<file path="config.mk">
export PLATFORM = sky130hd
export DESIGN_NAME = job_status_writer
export DESIGN_NICKNAME = d
export VERILOG_FILES = /design/src/rtl/job_pkg.sv /design/src/rtl/job_cmpl_fifo.sv /design/src/rtl/job_status_writer.sv
export SDC_FILE = /design/constraint.sdc
export NUM_CORES = 1
export LEC_CHECK = 0
export ABC_AREA = 1
export BUFFER_PORTS_ARGS = -buffer_cell sky130_fd_sc_hd__buf_2
export CAP_MARGIN = 0
export CORE_AREA = 2 2 338 340
export CTS_CLUSTER_DIAMETER = 200
export DETAILED_ROUTE_END_ITERATION = 8
export DIE_AREA = 0 0 340 342
export PLACE_DENSITY_LB_ADDON = 0.12
export SLEW_MARGIN = 20
export SYNTH_ARGS = -nofsm -noshare
export SYNTH_HDL_FRONTEND = slang
export SYNTH_SLANG_ARGS = --single-unit
export TNS_END_PERCENT = 100
</file>
<file path="constraint.sdc">
create_clock -name clk -period 10.9 [get_ports clk]
set_clock_uncertainty 0.05 [all_clocks]
set_input_delay 2.18 -clock clk [delete_from_list [all_inputs] [get_ports clk]]
set_output_delay 2.18 -clock clk [all_outputs]
set_load 0.005 [all_outputs]
</file>
<file path="src/rtl/job_pkg.sv">
// Shared definitions for the job manager status-ring writer: record layout,
// fixed AXI attributes and the writer FSM encoding.
package job_pkg;

    localparam int REC_JOB_LSB    = 0;
    localparam int REC_STATUS_LSB = 16;
    localparam int REC_MARKER_LSB = 24;
    localparam int REC_CYCLES_LSB = 32;
    localparam int REC_SEQ_LSB    = 64;
    localparam int REC_USED_BITS  = 96;

    localparam logic [7:0] REC_MARKER = 8'hA5;

    localparam logic [2:0] SIZE_64B   = 3'd6;
    localparam logic [1:0] BURST_INCR = 2'd1;
    localparam logic [3:0] CACHE_NB   = 4'd3;

    // Queue entry is {job_id, status, cycles}
    localparam int CMPL_WIDTH = 56;

    typedef enum logic [1:0] {
        ST_IDLE = 2'd0,
        ST_SEND = 2'd1,
        ST_RESP = 2'd2
    } wr_state_t;

    // Only the low 96 bits of a record carry information; the rest is zero.
    function automatic logic [REC_USED_BITS-1:0] build_record(
        input logic [15:0] job_id,
        input logic [7:0]  status,
        input logic [31:0] cycles,
        input logic [31:0] seq
    );
        logic [REC_USED_BITS-1:0] rec;
        rec = '0;
        rec[REC_JOB_LSB    +: 16] = job_id;
        rec[REC_STATUS_LSB +: 8]  = status;
        rec[REC_MARKER_LSB +: 8]  = REC_MARKER;
        rec[REC_CYCLES_LSB +: 32] = cycles;
        rec[REC_SEQ_LSB    +: 32] = seq;
        return rec;
    endfunction

endpackage

</file>
<file path="src/rtl/job_cmpl_fifo.sv">
// First-word-fall-through completion queue; the head entry is always
// visible on o_data while the queue is not empty.
module job_cmpl_fifo
    import job_pkg::*;
#(
    parameter int WIDTH = CMPL_WIDTH,
    parameter int DEPTH = 4
) (
    input  logic                       clk,
    input  logic                       rst_n,
    input  logic                       i_push,
    input  logic [WIDTH-1:0]           i_data,
    input  logic                       i_pop,
    output logic [WIDTH-1:0]           o_data,
    output logic                       o_full,
    output logic                       o_empty,
    output logic [$clog2(DEPTH):0]     o_count
);

    localparam int AW = $clog2(DEPTH);
    localparam logic [AW:0] FULL_COUNT = (AW+1)'(DEPTH);

    logic [WIDTH-1:0] r_mem [DEPTH];
    logic [AW-1:0]    r_rd_ptr;
    logic [AW-1:0]    r_wr_ptr;
    logic [AW:0]      r_count;
    logic             w_push;
    logic             w_pop;

    // A pop frees a slot in the same cycle, so a full queue may still accept.
    assign w_pop  = i_pop && (r_count != '0);
    assign w_push = i_push && ((r_count != FULL_COUNT) || w_pop);

    always_ff @(posedge clk) begin
        if (w_push) begin
            r_mem[r_wr_ptr] <= i_data;
        end
    end

    always_ff @(posedge clk or negedge rst_n) begin
        if (!rst_n) begin
            r_rd_ptr <= '0;
            r_wr_ptr <= '0;
            r_count  <= '0;
        end else begin
            if (w_push) begin
                r_wr_ptr <= r_wr_ptr + 1'b1;
            end
            if (w_pop) begin
                r_rd_ptr <= r_rd_ptr + 1'b1;
            end
            case ({w_push, w_pop})
                2'b10:   r_count <= r_count + 1'b1;
                2'b01:   r_count <= r_count - 1'b1;
                default: r_count <= r_count;
            endcase
        end
    end

    assign o_data  = r_mem[r_rd_ptr];
    assign o_full  = (r_count == FULL_COUNT);
    assign o_empty = (r_count == '0);
    assign o_count = r_count;

endmodule

</file>
<file path="src/rtl/job_status_writer.sv">
// AXI4 write master that posts one 64-byte completion record per finished
// job into a host status ring, strictly in order, one write in flight.
module job_status_writer
    import job_pkg::*;
#(
    parameter int ID_WIDTH     = 1,
    parameter int AWUSER_WIDTH = 8,
    parameter int DATA_WIDTH   = 512,
    parameter int ADDR_WIDTH   = 64,
    parameter int QUEUE_DEPTH  = 4
) (
    input  logic                      clk,
    input  logic                      rst_n,
    input  logic                      writer_start,
    input  logic [63:0]               status_base,
    input  logic [15:0]               ring_size,
    input  logic                      cmpl_valid,
    output logic                      cmpl_ready,
    input  logic [15:0]               cmpl_job_id,
    input  logic [7:0]                cmpl_status,
    input  logic [31:0]               cmpl_cycles,
    output logic [ID_WIDTH-1:0]       m_axi_awid,
    output logic [ADDR_WIDTH-1:0]     m_axi_awaddr,
    output logic [7:0]                m_axi_awlen,
    output logic [2:0]                m_axi_awsize,
    output logic [1:0]                m_axi_awburst,
    output logic [AWUSER_WIDTH-1:0]   m_axi_awuser,
    output logic [3:0]                m_axi_awcache,
    output logic                      m_axi_awlock,
    output logic [2:0]                m_axi_awprot,
    output logic [3:0]                m_axi_awqos,
    output logic [3:0]                m_axi_awregion,
    output logic                      m_axi_awvalid,
    input  logic                      m_axi_awready,
    output logic [DATA_WIDTH-1:0]     m_axi_wdata,
    output logic [DATA_WIDTH/8-1:0]   m_axi_wstrb,
    output logic                      m_axi_wlast,
    output logic                      m_axi_wvalid,
    input  logic                      m_axi_wready,
    input  logic [ID_WIDTH-1:0]       m_axi_bid,
    input  logic [1:0]                m_axi_bresp,
    input  logic                      m_axi_bvalid,
    output logic                      m_axi_bready,
    output logic [31:0]               cmpl_count,
    output logic                      wr_err,
    output logic                      writer_idle
);

    localparam int QAW = $clog2(QUEUE_DEPTH);

    wr_state_t                r_state;
    wr_state_t                w_next_state;
    logic [ADDR_WIDTH-1:0]    r_base;
    logic [15:0]              r_size_m1;
    logic [15:0]              r_wr_ptr;
    logic [31:0]              r_seq;
    logic [31:0]              r_count;
    logic                     r_err;
    logic [ADDR_WIDTH-1:0]    r_awaddr;
    logic [REC_USED_BITS-1:0] r_rec;
    logic                     r_awvalid;
    logic                     r_wvalid;
    logic                     r_aw_done;
    logic                     r_w_done;

    logic                     w_push;
    logic                     w_pop;
    logic                     w_bready;
    logic                     w_aw_fire;
    logic                     w_w_fire;
    logic                     w_b_fire;
    logic [CMPL_WIDTH-1:0]    w_q_data;
    logic                     w_q_full;
    logic                     w_q_empty;
    logic [QAW:0]             w_q_count;
    logic                     w_unused_ok;

    assign w_push    = cmpl_valid && cmpl_ready;
    assign w_aw_fire = r_awvalid && m_axi_awready;
    assign w_w_fire  = r_wvalid && m_axi_wready;
    assign w_b_fire  = w_bready && m_axi_bvalid;

    job_cmpl_fifo #(
        .WIDTH (CMPL_WIDTH),
        .DEPTH (QUEUE_DEPTH)
    ) u_fifo (
        .clk     (clk),
        .rst_n   (rst_n),
        .i_push  (w_push),
        .i_data  ({cmpl_job_id, cmpl_status, cmpl_cycles}),
        .i_pop   (w_pop),
        .o_data  (w_q_data),
        .o_full  (w_q_full),
        .o_empty (w_q_empty),
        .o_count (w_q_count)
    );

    always_ff @(posedge clk or negedge rst_n) begin
        if (!rst_n) begin
            r_state <= ST_IDLE;
        end else begin
            r_state <= w_next_state;
        end
    end

    // A pending writer_start takes priority over popping, so the next
    // record is formatted against the freshly latched base and pointer.
    always_comb begin
        w_next_state = r_state;
        w_pop        = 1'b0;
        w_bready     = 1'b0;
        case (r_state)
            ST_IDLE: begin
                if (!w_q_empty && !writer_start) begin
                    w_pop        = 1'b1;
                    w_next_state = ST_SEND;
                end
            end
            ST_SEND: begin
                if ((r_aw_done || w_aw_fire) && (r_w_done || w_w_fire)) begin
                    w_next_state = ST_RESP;
                end
            end
            ST_RESP: begin
                w_bready = 1'b1;
                if (m_axi_bvalid) begin
                    w_next_state = ST_IDLE;
                end
            end
            default: w_next_state = ST_IDLE;
        endcase
    end

    // The first SEND cycle raises the valids; each then drops on its own
    // handshake and is never re-raised for the same record.
    always_ff @(posedge clk or negedge rst_n) begin
        if (!rst_n) begin
            r_base    <= '0;
            r_size_m1 <= '0;
            r_wr_ptr  <= '0;
            r_seq     <= '0;
            r_count   <= '0;
            r_err     <= 1'b0;
            r_awaddr  <= '0;
            r_rec     <= '0;
            r_awvalid <= 1'b0;
            r_wvalid  <= 1'b0;
            r_aw_done <= 1'b0;
            r_w_done  <= 1'b0;
        end else begin
            if ((r_state == ST_IDLE) && writer_start) begin
                r_base    <= status_base[ADDR_WIDTH-1:0];
                r_size_m1 <= (ring_size == 16'd0) ? 16'd0 : ring_size - 16'd1;
                r_wr_ptr  <= '0;
                r_seq     <= '0;
                r_count   <= '0;
                r_err     <= 1'b0;
            end
            if (w_pop) begin
                r_awaddr  <= r_base + {{(ADDR_WIDTH-22){1'b0}}, r_wr_ptr, 6'b0};
                r_rec     <= build_record(w_q_data[55:40], w_q_data[39:32],
                                          w_q_data[31:0], r_seq);
                r_aw_done <= 1'b0;
                r_w_done  <= 1'b0;
            end
            if (r_state == ST_SEND) begin
                if (w_aw_fire) begin
                    r_awvalid <= 1'b0;
                    r_aw_done <= 1'b1;
                end else if (!r_aw_done) begin
                    r_awvalid <= 1'b1;
                end
                if (w_w_fire) begin
                    r_wvalid <= 1'b0;
                    r_w_done <= 1'b1;
                end else if (!r_w_done) begin
                    r_wvalid <= 1'b1;
                end
            end
            if (w_b_fire) begin
                r_err    <= r_err || (m_axi_bresp != 2'b00);
                r_count  <= r_count + 32'd1;
                r_seq    <= r_seq + 32'd1;
                r_wr_ptr <= (r_wr_ptr == r_size_m1) ? 16'd0 : r_wr_ptr + 16'd1;
            end
        end
    end

    assign m_axi_awid     = '0;
    assign m_axi_awaddr   = r_awaddr;
    assign m_axi_awlen    = 8'd0;
    assign m_axi_awsize   = SIZE_64B;
    assign m_axi_awburst  = BURST_INCR;
    assign m_axi_awuser   = '0;
    assign m_axi_awcache  = CACHE_NB;
    assign m_axi_awlock   = 1'b0;
    assign m_axi_awprot   = 3'd0;
    assign m_axi_awqos    = 4'd0;
    assign m_axi_awregion = 4'd0;
    assign m_axi_awvalid  = r_awvalid;
    assign m_axi_wdata    = {{(DATA_WIDTH-REC_USED_BITS){1'b0}}, r_rec};
    assign m_axi_wstrb    = '1;
    assign m_axi_wlast    = r_wvalid;
    assign m_axi_wvalid   = r_wvalid;
    assign m_axi_bready   = w_bready;

    assign cmpl_ready  = !w_q_full;
    assign cmpl_count  = r_count;
    assign wr_err      = r_err;
    assign writer_idle = (r_state == ST_IDLE) && w_q_empty;

    assign w_unused_ok = &{1'b0, m_axi_bid, w_q_count};

endmodule
</file>
==> metrics.yaml <==
status: "completed"
required_ps: 11320
grt_pass1_wl_um: 141000
grt_max_degree: 96
synthDistinctLibCells: 50
hold_class: "reg2reg"
yosysTopAreaCellShare: 0.276
area.growth.synth_to_final_pct: 12.3
cts_resized: 0
synth-edff-count: 224
ff2ff_path_depth: 8
die_width_um: 340
p_int_w: 0.00483
async_flop_share: 0.593
yosys_warnings: 0
power_leakage_nw: 15.7
post_cts_buffers: 0
tns_ps: 0
drv_slew: 0
firstDrtPassIters: 6
sw_frac_of_total: 0.374
nNetsFinal: 3931
initial_core_util: 0.262
synth_cells: 3439
die_h_um: 342
hold_viol: 0
relSlewSlack: 0.282
antenna_left: 0
drt_iter0_drc: 1274
setup_viol: 0
p_sw_w: 0.00289
worst_slew_pin_slew_ps: 1080
start_kind: "primary input"
fin_util: 0.294
fin_area_um2: 33300
power_density_nw_per_um2: 232
grt_pass1_vias: 20395
cts_tree: "built"
clk_latency_ps: 630
avgSynthCellArea_um2: 8.61
max_freq_mhz: 240
cp-end-kind: "flip-flop"
pwr-share-seq: 0.402
seq_area_frac_synth: 0.503
holdBufCountCts: 0
drt_wl_total_um: 97100
clock_sinks: 551
pin_count: 863
dieArea_um2: 116000
overflow: 0
cts_buffer_depth: 3
fp.coreArea_um2: 113000
cp.arrival_ps: 4590
clkTransAtPathRegs_ps: 50
grtUsageTotal: 0.163
pwr-share-comb: 0.293
yosysTopAreaCell: "dfrtp_1"
synth_ff_type: "dfrtp_1"
ys_top_cells_by_count: "nand2_1 (937), buf_4 (530), dfrtp_1 (327)"
port_buffers: 339
gp_congestion: 0.842
ys_ff_latch: 551
critPathKind: "in2reg"
via_per_inst: 4.11
min_period_over_period: 0.382
min_path_cells: 2
max_cap_viol_count: 0
synth_area_um2: 29600
p_clk_frac: 0.306
drive_gt1_frac: 0.142
fillers: 12183
ctsRootBufferMaster: "clkbuf_16"
period_needed_ps: 4170
cts_buffers: 70
irDropWorstVdd_uv: 106
rsz0062_at_grt: "false"
h-tree-depth: 3
antenna_found_initial: 47
hpwl_um: 69700
placementRows: 124
netlist_top_cells_area: "dfrtp_1 (28%), edfxtp_1 (23%), buf_4 (13%), nand2_1 (12%), o21ai_0 (4.2%)"
synth_most_common_cell: "nand2_1"
crit_path_max_fanout: 84
vias: 21869
dpl_cell_area_um2: 30900
drcViolationCount: 0
wl_per_cell_um: 18.2
-- worst max-delay path: stages --
cell and delay (ps):
buf_2 80, inv_1 60, nand2_1 130, nor2_4 60, inv_6 330, buf_4 660, buf_4 850, o21ai_0 170
-- state kept, by name (all words and copies together) (netlist names), 2 cells and up --
register         count
cmpl_count          32
m_axi_awaddr        64
r_base              64
r_rec               89
r_seq               32
r_size_m1           16
r_state              2
r_wr_ptr            16
u_fifo.o_count       3
u_fifo.r_mem       224
u_fifo.r_rd_ptr      2
u_fifo.r_wr_ptr      2
-- layout make-up --
cell class              count  area [um^2]  area share
diodes                      8         20.0    0.000602
clock buffers              99         2040      0.0614
clock inverters            23          283     0.00850
inverters                 273         1030      0.0310
multi-input cells        2501        11200       0.337
flip-flops and latches    551        14900       0.448
well taps                1512         1890      0.0569
repair buffers            360         1860      0.0560
-- path summary, 6_finish.rpt --
| check | to | start | slack, ps |
|---|---|---|---|
| worst min-delay path | m_axi_awaddr[0] | m_axi_awaddr[0] | 420 |
| worst max-delay path | r_rec[89] | writer_start | 6730 |
| min in group asynchronous | r_rec[93] | rst_n | 1550 |
| worst max register to register | r_rec[89] | u_fifo.o_count[1] | 7730 |
| worst min register to register | m_axi_awaddr[0] | m_axi_awaddr[0] | 420 |
| max in group asynchronous | m_axi_awaddr[33] | rst_n | 7720 |
-- metrics by stage --
stage               std cells  setup WS [ps]  power [W]  hold slack [ps]
floorplan                3959           5670    0.00455              392
global placement         5197           5970    0.00551              407
detailed placement       5197           5940    0.00551              408
CTS                      5319           6630    0.00793              422
global route             5323           6380    0.00831              438
finish                   5327           6730    0.00772              417
-- routing by layer --
layer,vias to the layer above,wire (um),share of wire,global-route usage
li1,10697,-,-,-
met1,10303,41000,0.42,0.205
met2,660,46000,0.47,0.267
met3,173,6950,0.072,0.0460
met4,36,2970,0.031,0.0564
met5,-,212,0.0022,0
-- kinds of logic after synthesis --
logic type | count (synthesis) | synth area share
AOI/OAI and AO/OA | 382 | 0.0689
xor gates and xnor gates | 59 | 0.0174
adders and majority gates | 28 | 0.0123
buffers and inverters | 907 | 0.185
DFF | 551 | 0.503
muxes | 1 | 0.000338
other | 2 | 0.000254
and+or+nand+nor | 1509 | 0.213
-- power groups by stage --
stage / registers, W / clock network (W) / logic [W]
after floorplan: 0.00304 / 0 / 0.00151
after global placement: 0.00315 / 0 / 0.00236
after detailed placement: 0.00314 / 0 / 0.00237
after CTS: 0.00311 / 0.00245 / 0.00237
after global routing: 0.00317 / 0.00253 / 0.00261
final: 0.00310 / 0.00236 / 0.00226
-- layout by cell type, fill, tap and decap left out, types with 8 or more instances in the layout --
master	synthesis	layout
clkbuf_16	0	71
edfxtp_1	224	224
clkbuf_1	46	12
conb_1	2	522
nor2_4	5	10
a21oi_1	39	39
or2_2	9	9
nor2_1	278	274
o21ai_1	13	13
ha_1	26	26
xor2_1	29	29
xnor2_1	30	30
o22ai_1	71	71
inv_2	9	8
nand3_2	8	8
buf_2	52	338
nand3b_1	18	18
buf_4	530	21
dfrtp_1	327	326
nand2_2	11	11
nor3_1	27	27
o21ai_0	247	247
diode_2	0	8
clkbuf_8	0	16
nand2_1	937	937
nor2_2	16	15
inv_1	263	263
nand3_1	150	150
nand4_1	33	33
Power figures use the tool's default switching activity.
